## config.mk

```make
export PLATFORM = sky130hd
export DESIGN_NAME = etc_fetch_scheduler
export DESIGN_NICKNAME = d
export VERILOG_FILES = /design/src/rtl/etc_fetch_scheduler.sv
export SDC_FILE = /design/constraint.sdc
export NUM_CORES = 1
export LEC_CHECK = 0
export CAP_MARGIN = 20
export CELL_PAD_IN_SITES_DETAIL_PLACEMENT = 1
export CELL_PAD_IN_SITES_GLOBAL_PLACEMENT = 1
export CORE_ASPECT_RATIO = 0.7
export CORE_MARGIN = 2
export CORE_UTILIZATION = 37
export DETAILED_ROUTE_END_ITERATION = 6
export GPL_ROUTABILITY_DRIVEN = 0
export PLACE_DENSITY_LB_ADDON = 0.3
export SYNTH_ARGS = -nofsm -noshare
export SYNTH_HDL_FRONTEND = slang
export SYNTH_SLANG_ARGS = --single-unit
```

## constraint.sdc

```tcl
create_clock -name sclk -period 2.2 [get_ports sclk]
set_clock_uncertainty 0.1 [all_clocks]
set_input_delay 0.22 -clock sclk [delete_from_list [all_inputs] [get_ports sclk]]
set_output_delay 0.22 -clock sclk [all_outputs]
set_load 0.02 [all_outputs]
```

## src/rtl/etc_fetch_scheduler.sv

```systemverilog
// Raster-order ETC2 block fetcher: issues ROM reads under a two-entry credit budget,
// tags each read with its block coordinates and queues returned blocks for the decoder.
module etc_fetch_scheduler #(
  parameter int          ROM_LATENCY = 1,
  parameter logic [31:0] ADDR_STEP   = 32'd8
) (
  input  logic        sclk,
  input  logic        rsrt,
  input  logic        start,
  input  logic [31:0] base_addr,
  input  logic [7:0]  blocks_x,
  input  logic [7:0]  blocks_y,
  output logic        rom_en,
  output logic [31:0] rom_addr,
  input  logic [63:0] rom_dout,
  output logic        blk_valid,
  input  logic        blk_ready,
  output logic [63:0] blk_data,
  output logic [7:0]  blk_x,
  output logic [7:0]  blk_y,
  output logic        blk_last,
  output logic        busy,
  output logic        image_done,
  output logic        cfg_err
);

  typedef enum logic [1:0] {IDLE, FETCH, DRAIN, DONE} state_t;

  typedef struct packed {
    logic [7:0] x;
    logic [7:0] y;
    logic       last;
  } tag_t;

  typedef struct packed {
    logic [63:0] data;
    tag_t        tag;
  } entry_t;

  state_t state, state_nxt;

  logic [7:0] cfg_x, cfg_y;
  logic [7:0] issue_x, issue_y;
  tag_t       issue_tag;
  logic       issue_last;

  // Read-latency tag pipe; stage ROM_LATENCY-1 lines up with rom_dout.
  logic [ROM_LATENCY-1:0] vld_pipe;
  logic [ROM_LATENCY:0]   vld_in;
  tag_t [ROM_LATENCY-1:0] tag_pipe;
  tag_t [ROM_LATENCY:0]   tag_in;
  logic [1:0]             in_flight;

  entry_t [1:0] buf_q;
  logic         rd_ptr, wr_ptr;
  logic [1:0]   occ;
  logic         push, pop;
  entry_t       head;

  logic idle_like, dims_ok, start_ok, start_bad;

  assign idle_like = (state == IDLE) || (state == DONE);
  assign dims_ok   = (blocks_x != 8'd0) && (blocks_y != 8'd0);
  assign start_ok  = idle_like && start && dims_ok;
  assign start_bad = idle_like && start && !dims_ok;

  always_comb begin
    in_flight = '0;
    for (int i = 0; i < ROM_LATENCY; i++)
      in_flight = in_flight + 2'(vld_pipe[i]);
  end

  // Credit covers both queued and in-flight blocks so a returning read always has a slot.
  assign rom_en = (state == FETCH) && ((3'(occ) + 3'(in_flight)) < 3'd2);

  assign issue_last = (issue_x == cfg_x - 8'd1) && (issue_y == cfg_y - 8'd1);

  always_comb begin
    issue_tag      = '0;
    issue_tag.x    = issue_x;
    issue_tag.y    = issue_y;
    issue_tag.last = issue_last;
  end

  assign vld_in = {vld_pipe, rom_en};
  assign tag_in = {tag_pipe, issue_tag};

  assign push = vld_pipe[ROM_LATENCY-1];
  assign head = buf_q[rd_ptr];

  assign blk_valid  = (occ != 2'd0);
  assign blk_data   = head.data;
  assign blk_x      = head.tag.x;
  assign blk_y      = head.tag.y;
  assign blk_last   = head.tag.last;
  assign pop        = blk_valid && blk_ready;
  assign busy       = (state == FETCH) || (state == DRAIN);
  assign image_done = (state == DONE);

  always_comb begin
    state_nxt = state;
    case (state)
      IDLE, DONE: if (start_ok) state_nxt = FETCH;
      FETCH:      if (rom_en && issue_last) state_nxt = DRAIN;
      DRAIN:      if (pop && head.tag.last) state_nxt = DONE;
      default:    state_nxt = IDLE;
    endcase
  end

  always_ff @(posedge sclk or negedge rsrt) begin
    if (!rsrt) begin
      state    <= IDLE;
      cfg_x    <= '0;
      cfg_y    <= '0;
      issue_x  <= '0;
      issue_y  <= '0;
      rom_addr <= '0;
      cfg_err  <= 1'b0;
    end else begin
      state   <= state_nxt;
      cfg_err <= start_bad;
      if (start_ok) begin
        cfg_x    <= blocks_x;
        cfg_y    <= blocks_y;
        issue_x  <= '0;
        issue_y  <= '0;
        rom_addr <= base_addr;
      end else if (rom_en) begin
        rom_addr <= rom_addr + ADDR_STEP;
        if (issue_x == cfg_x - 8'd1) begin
          issue_x <= '0;
          issue_y <= issue_y + 8'd1;
        end else begin
          issue_x <= issue_x + 8'd1;
        end
      end
    end
  end

  always_ff @(posedge sclk or negedge rsrt) begin
    if (!rsrt) begin
      vld_pipe <= '0;
      tag_pipe <= '0;
    end else begin
      vld_pipe <= vld_in[ROM_LATENCY-1:0];
      tag_pipe <= tag_in[ROM_LATENCY-1:0];
    end
  end

  always_ff @(posedge sclk or negedge rsrt) begin
    if (!rsrt) begin
      buf_q  <= '0;
      rd_ptr <= 1'b0;
      wr_ptr <= 1'b0;
      occ    <= '0;
    end else begin
      if (push) begin
        buf_q[wr_ptr] <= '{data: rom_dout, tag: tag_pipe[ROM_LATENCY-1]};
        wr_ptr        <= ~wr_ptr;
      end
      if (pop) rd_ptr <= ~rd_ptr;
      case ({push, pop})
        2'b10:   occ <= occ + 2'd1;
        2'b01:   occ <= occ - 2'd1;
        default: occ <= occ;
      endcase
    end
  end

  no_push_when_full: assert property (@(posedge sclk) disable iff (!rsrt) !(push && occ == 2'd2));

endmodule

```

==> parameters.txt <==
Parameter                              Value

Outcome
  Outcome    finished, violations left
  Failing checks    setup timing

Placed design
  Worst setup timing slack at the placement stage    -0.297 ns
  IO buf count    233
  Placement-stage cell area    0.0147 mm^2
  Half-perimeter wire length after detailed placement    20800 um

STA
  Final Worst Setup Slack    -0.193 ns
  RSZ-0062 raised after global routing    true
  Final critical path time including I/O delays and setup    2.39 ns
  Final max-slew violation count    0
  Fmax    418 MHz
  Final critical-path share of the clock period    1.09
  Accumulated negative setup slack    -1.16 ns
  Final Hold Vio Count    0
  Least-Margin Pin Slew    0.515 ns
  Worst relative slew slack    0.657
  Count of endpoints failing setup in the final report    11

GRT
  Number of antenna violations at the first check in global routing    1
  Largest net degree at the start of global routing    82
  Global-route wire length before repair    48900 um
  Global routing usage summed across all routing layers    0.193
  Residual overflow from global routing    0
  Number of global-route vias before repair    8830

Power and ir drop
  Proportion of total power due to net switching    0.370
  Clock group share of total power    0.202
  Power density of the placed cells    1510 mW/mm^2
  Leakage power total    7.12 nW
  Power after layout    23.9 mW
  Highest ir drop seen on vdd    0.782 mV
  Total internal power    15.1 mW
  Part of the total power dissipated in combinational logic    0.475
  Psw    8.85 mW
  Relative contribution of sequential cells to total power    0.323

Worst setup path
  Critical setup path kind    reg -> reg
  Crit path max-delay cell type    sky130_fd_sc_hd__or4_4
  Cell class contributing the biggest share of worst-path delay    simple AND/OR/NAND/NOR gates
  Crit-path cells    inv_2, ha_4, or3_4, a31oi_4, and4_4, nand2_4, or4_4, mux2i_1
  Biggest cell delay along the critical path    0.52 ns
  Sort of element at the start of the critical path    flip-flop
  Worst Path Buf+Inv    1
  Critical path data arrival time    2.73 ns
  Crit. End Element    flip-flop
  Required time of the critical path    2.53 ns
  Critical-path maximum fanout    5

Detailed routing
  Met1 Wirelength    14900 um
  Router iterations before antenna repair    4
  Remaining antenna violation count    0
  DRT iter0 DRCs    279
  Met2 wire length    14700 um
  Drt drc    0
  Via count of the routed design    8174
  Total length of routed met3 wires    1550 um
  Highest Signal Layer    met4
  Detail-routed net length per standard cell    19.1 um
  Routed wire length    31600 um
  Mean number of vias per cell    4.94

Clock network
  Number of buffers on the longest clock path    3
  Root buf cell    sky130_fd_sc_hd__clkbuf_16
  Post-CTS clock slew at the launch and capture registers of the worst setup and hold paths    0.07 ns
  TritonCTS clock tree    built
  Clock Sinks    251
  Clk Latency, worst-skew pair    0.55 ns
  Clock buffers created by TritonCTS    28
  Number of levels the H-tree was split into    1

Synthesis
  Most instantiated flip-flop cell in the synthesis netlist    sky130_fd_sc_hd__dfrtp_1
  Share of the yosys chip area belonging to registers    0.553
  Register bit count reported by yosys    251
  Synth Area per Inst    12.6 um^2
  Synth warn    0
  Syn_nets    1026
  Number of synthesized flops with an enable pin    0
  Cell variety after synth    54
  Fraction of synthesis flops using an asynchronous set or reset pin    1.00
  Post-synthesis instance area    0.0114 mm^2
  Number of instances in the synthesized netlist    900

Cells and area
  Share of post-route cells with drive strength above 1    0.422
  Post-route cell area    0.0159 mm^2
  Share of the core filled with cells in the final layout    0.528
  Final layout net count    1345
  Area Growth Syn to Fin    39.9%
  Antenna diode instance count    0

Floorplanning
  Number of I/O pins    234
  Rows    53
  Die boundary height    151 um
  Effective utilization at floorplan    0.377
  Die Span X    213 um
  Die Footprint    0.0321 mm^2
  Standard cell core area    0.0301 mm^2

Min path
  Hold Path Class    in -> async

Flow run
  Max Cap Viol    0
## what timing repair did
action	CTS	global route
hold buffers	1	0
cloned	2	1
pin swaps	19	12
buffers inserted	13	15
endpoints found under the setup margin	104	27
gates resized for setup	376	32
endpoints found under the hold margin	251	0
## cell type report
class / count / area (um^2)
fillers: 3170 / 14200
flip-flops and latches: 251 / 6290
multi-input cells: 595 / 5170
repair buffers: 326 / 2890
clock buffers: 39 / 813
well taps: 412 / 515
clock inverters: 13 / 145
inverters: 17 / 65.1
## placed cells by master, fill, tap and decap left out, types with 26 or more instances in the layout
master                            Yosys  routed
sky130_fd_sc_hd__dfrtp_1            251     247
sky130_fd_sc_hd__mux2_2             244     243
sky130_fd_sc_hd__clkdlybuf4s50_1      0     147
sky130_fd_sc_hd__nand2_1             95      93
sky130_fd_sc_hd__buf_2                1      81
sky130_fd_sc_hd__buf_4                0      66
sky130_fd_sc_hd__o21ai_0             34      32
sky130_fd_sc_hd__clkbuf_16            0      30
sky130_fd_sc_hd__xor2_1              28      28
sky130_fd_sc_hd__xnor2_1             28      26
## synth_stat cells, drive strengths merged (9+ instances only)
master,count,share of area
mux2,244,0.24
nand3,17,0.0075
nand2,96,0.032
nor4,9,0.0055
ha,10,0.011
xnor2,28,0.022
nor3,9,0.0040
nand4,11,0.0061
a21oi,12,0.0053
nand2b,9,0.0050
and3,14,0.0083
dfrtp,251,0.55
nor2,28,0.0093
inv,16,0.0053
xor2,28,0.022
clkbuf,35,0.012
o21ai,35,0.015
## flip-flops by register name (all words and copies together) (netlist names)
name	flops
issue_y	8
issue_x	8
state	2
occ	2
rd_ptr	1
cfg_y	8
cfg_x	8
cfg_err	1
push	1
buf_q	162
wr_ptr	1
tag_in	17
rom_addr	32
## metrics by stage
| step | hold WS, ns | cells |
|---|---|---|
| 6_report | 0.0841 | 1653 |
| 4_1_cts | 0.0789 | 1637 |
| 5_1_grt | 0.0946 | 1653 |
| 3_5_place_dp | 0.0534 | 1569 |
| 2_1_floorplan | -0.176 | 900 |
| 3_3_place_gp | 0.0503 | 1569 |
## logic make-up after synthesis
family                     Yosys count  share of synthesized area
AOI/OAI and AO/OA                   70                     0.0381
xor gates and xnor gates            56                     0.0432
adders and majority gates           10                     0.0110
buffers and inverters               54                     0.0186
DFF                                251                      0.553
muxes                              247                      0.245
and+or+nand+nor                    212                     0.0913
## worst reg2reg max path, stage by stage (launching register included)
cell                      delay, ns
sky130_fd_sc_hd__dfrtp_1       0.37
sky130_fd_sc_hd__inv_2         0.07
sky130_fd_sc_hd__ha_4          0.17
sky130_fd_sc_hd__or3_4         0.39
sky130_fd_sc_hd__a31oi_4       0.16
sky130_fd_sc_hd__and4_4        0.27
sky130_fd_sc_hd__nand2_4       0.09
sky130_fd_sc_hd__or4_4         0.52
sky130_fd_sc_hd__mux2i_1       0.14
## per-layer routing
layer,GRT usage,vias up
met5,0,-
met4,0.0344,0
met3,0.0411,45
met2,0.310,161
met1,0.272,4164
li1,-,3804
## power groups by stage
stage	Sequential [mW]	Clock (mW)	Combinational [mW]
global route	8.01	5.17	12.2
CTS	7.70	4.98	11.0
global placement	7.64	0	11.0
detailed placement	7.76	0	11.2
finish	7.72	4.84	11.4
floorplan	7.72	0	6.33
## path summary, 6_finish.rpt
| check | start | end | slack (ns) | cells past startpoint |
|---|---|---|---|---|
| setup / recovery | cfg_x[0] | issue_y[7] | -0.19 | 8 |
| hold / removal | rsrt | buf_q[110] | 0.08 | 2 |
| setup reg to reg | cfg_x[0] | issue_y[7] | -0.19 | 8 |
| hold reg to reg | rom_addr[0] | rom_addr[0] | 0.38 | 2 |
| max in group asynchronous | rsrt | buf_q[46] | 1.25 | 3 |
| min in group sclk | base_addr[2] | rom_addr[2] | 0.10 | 3 |
Power figures use the tool's default switching activity.
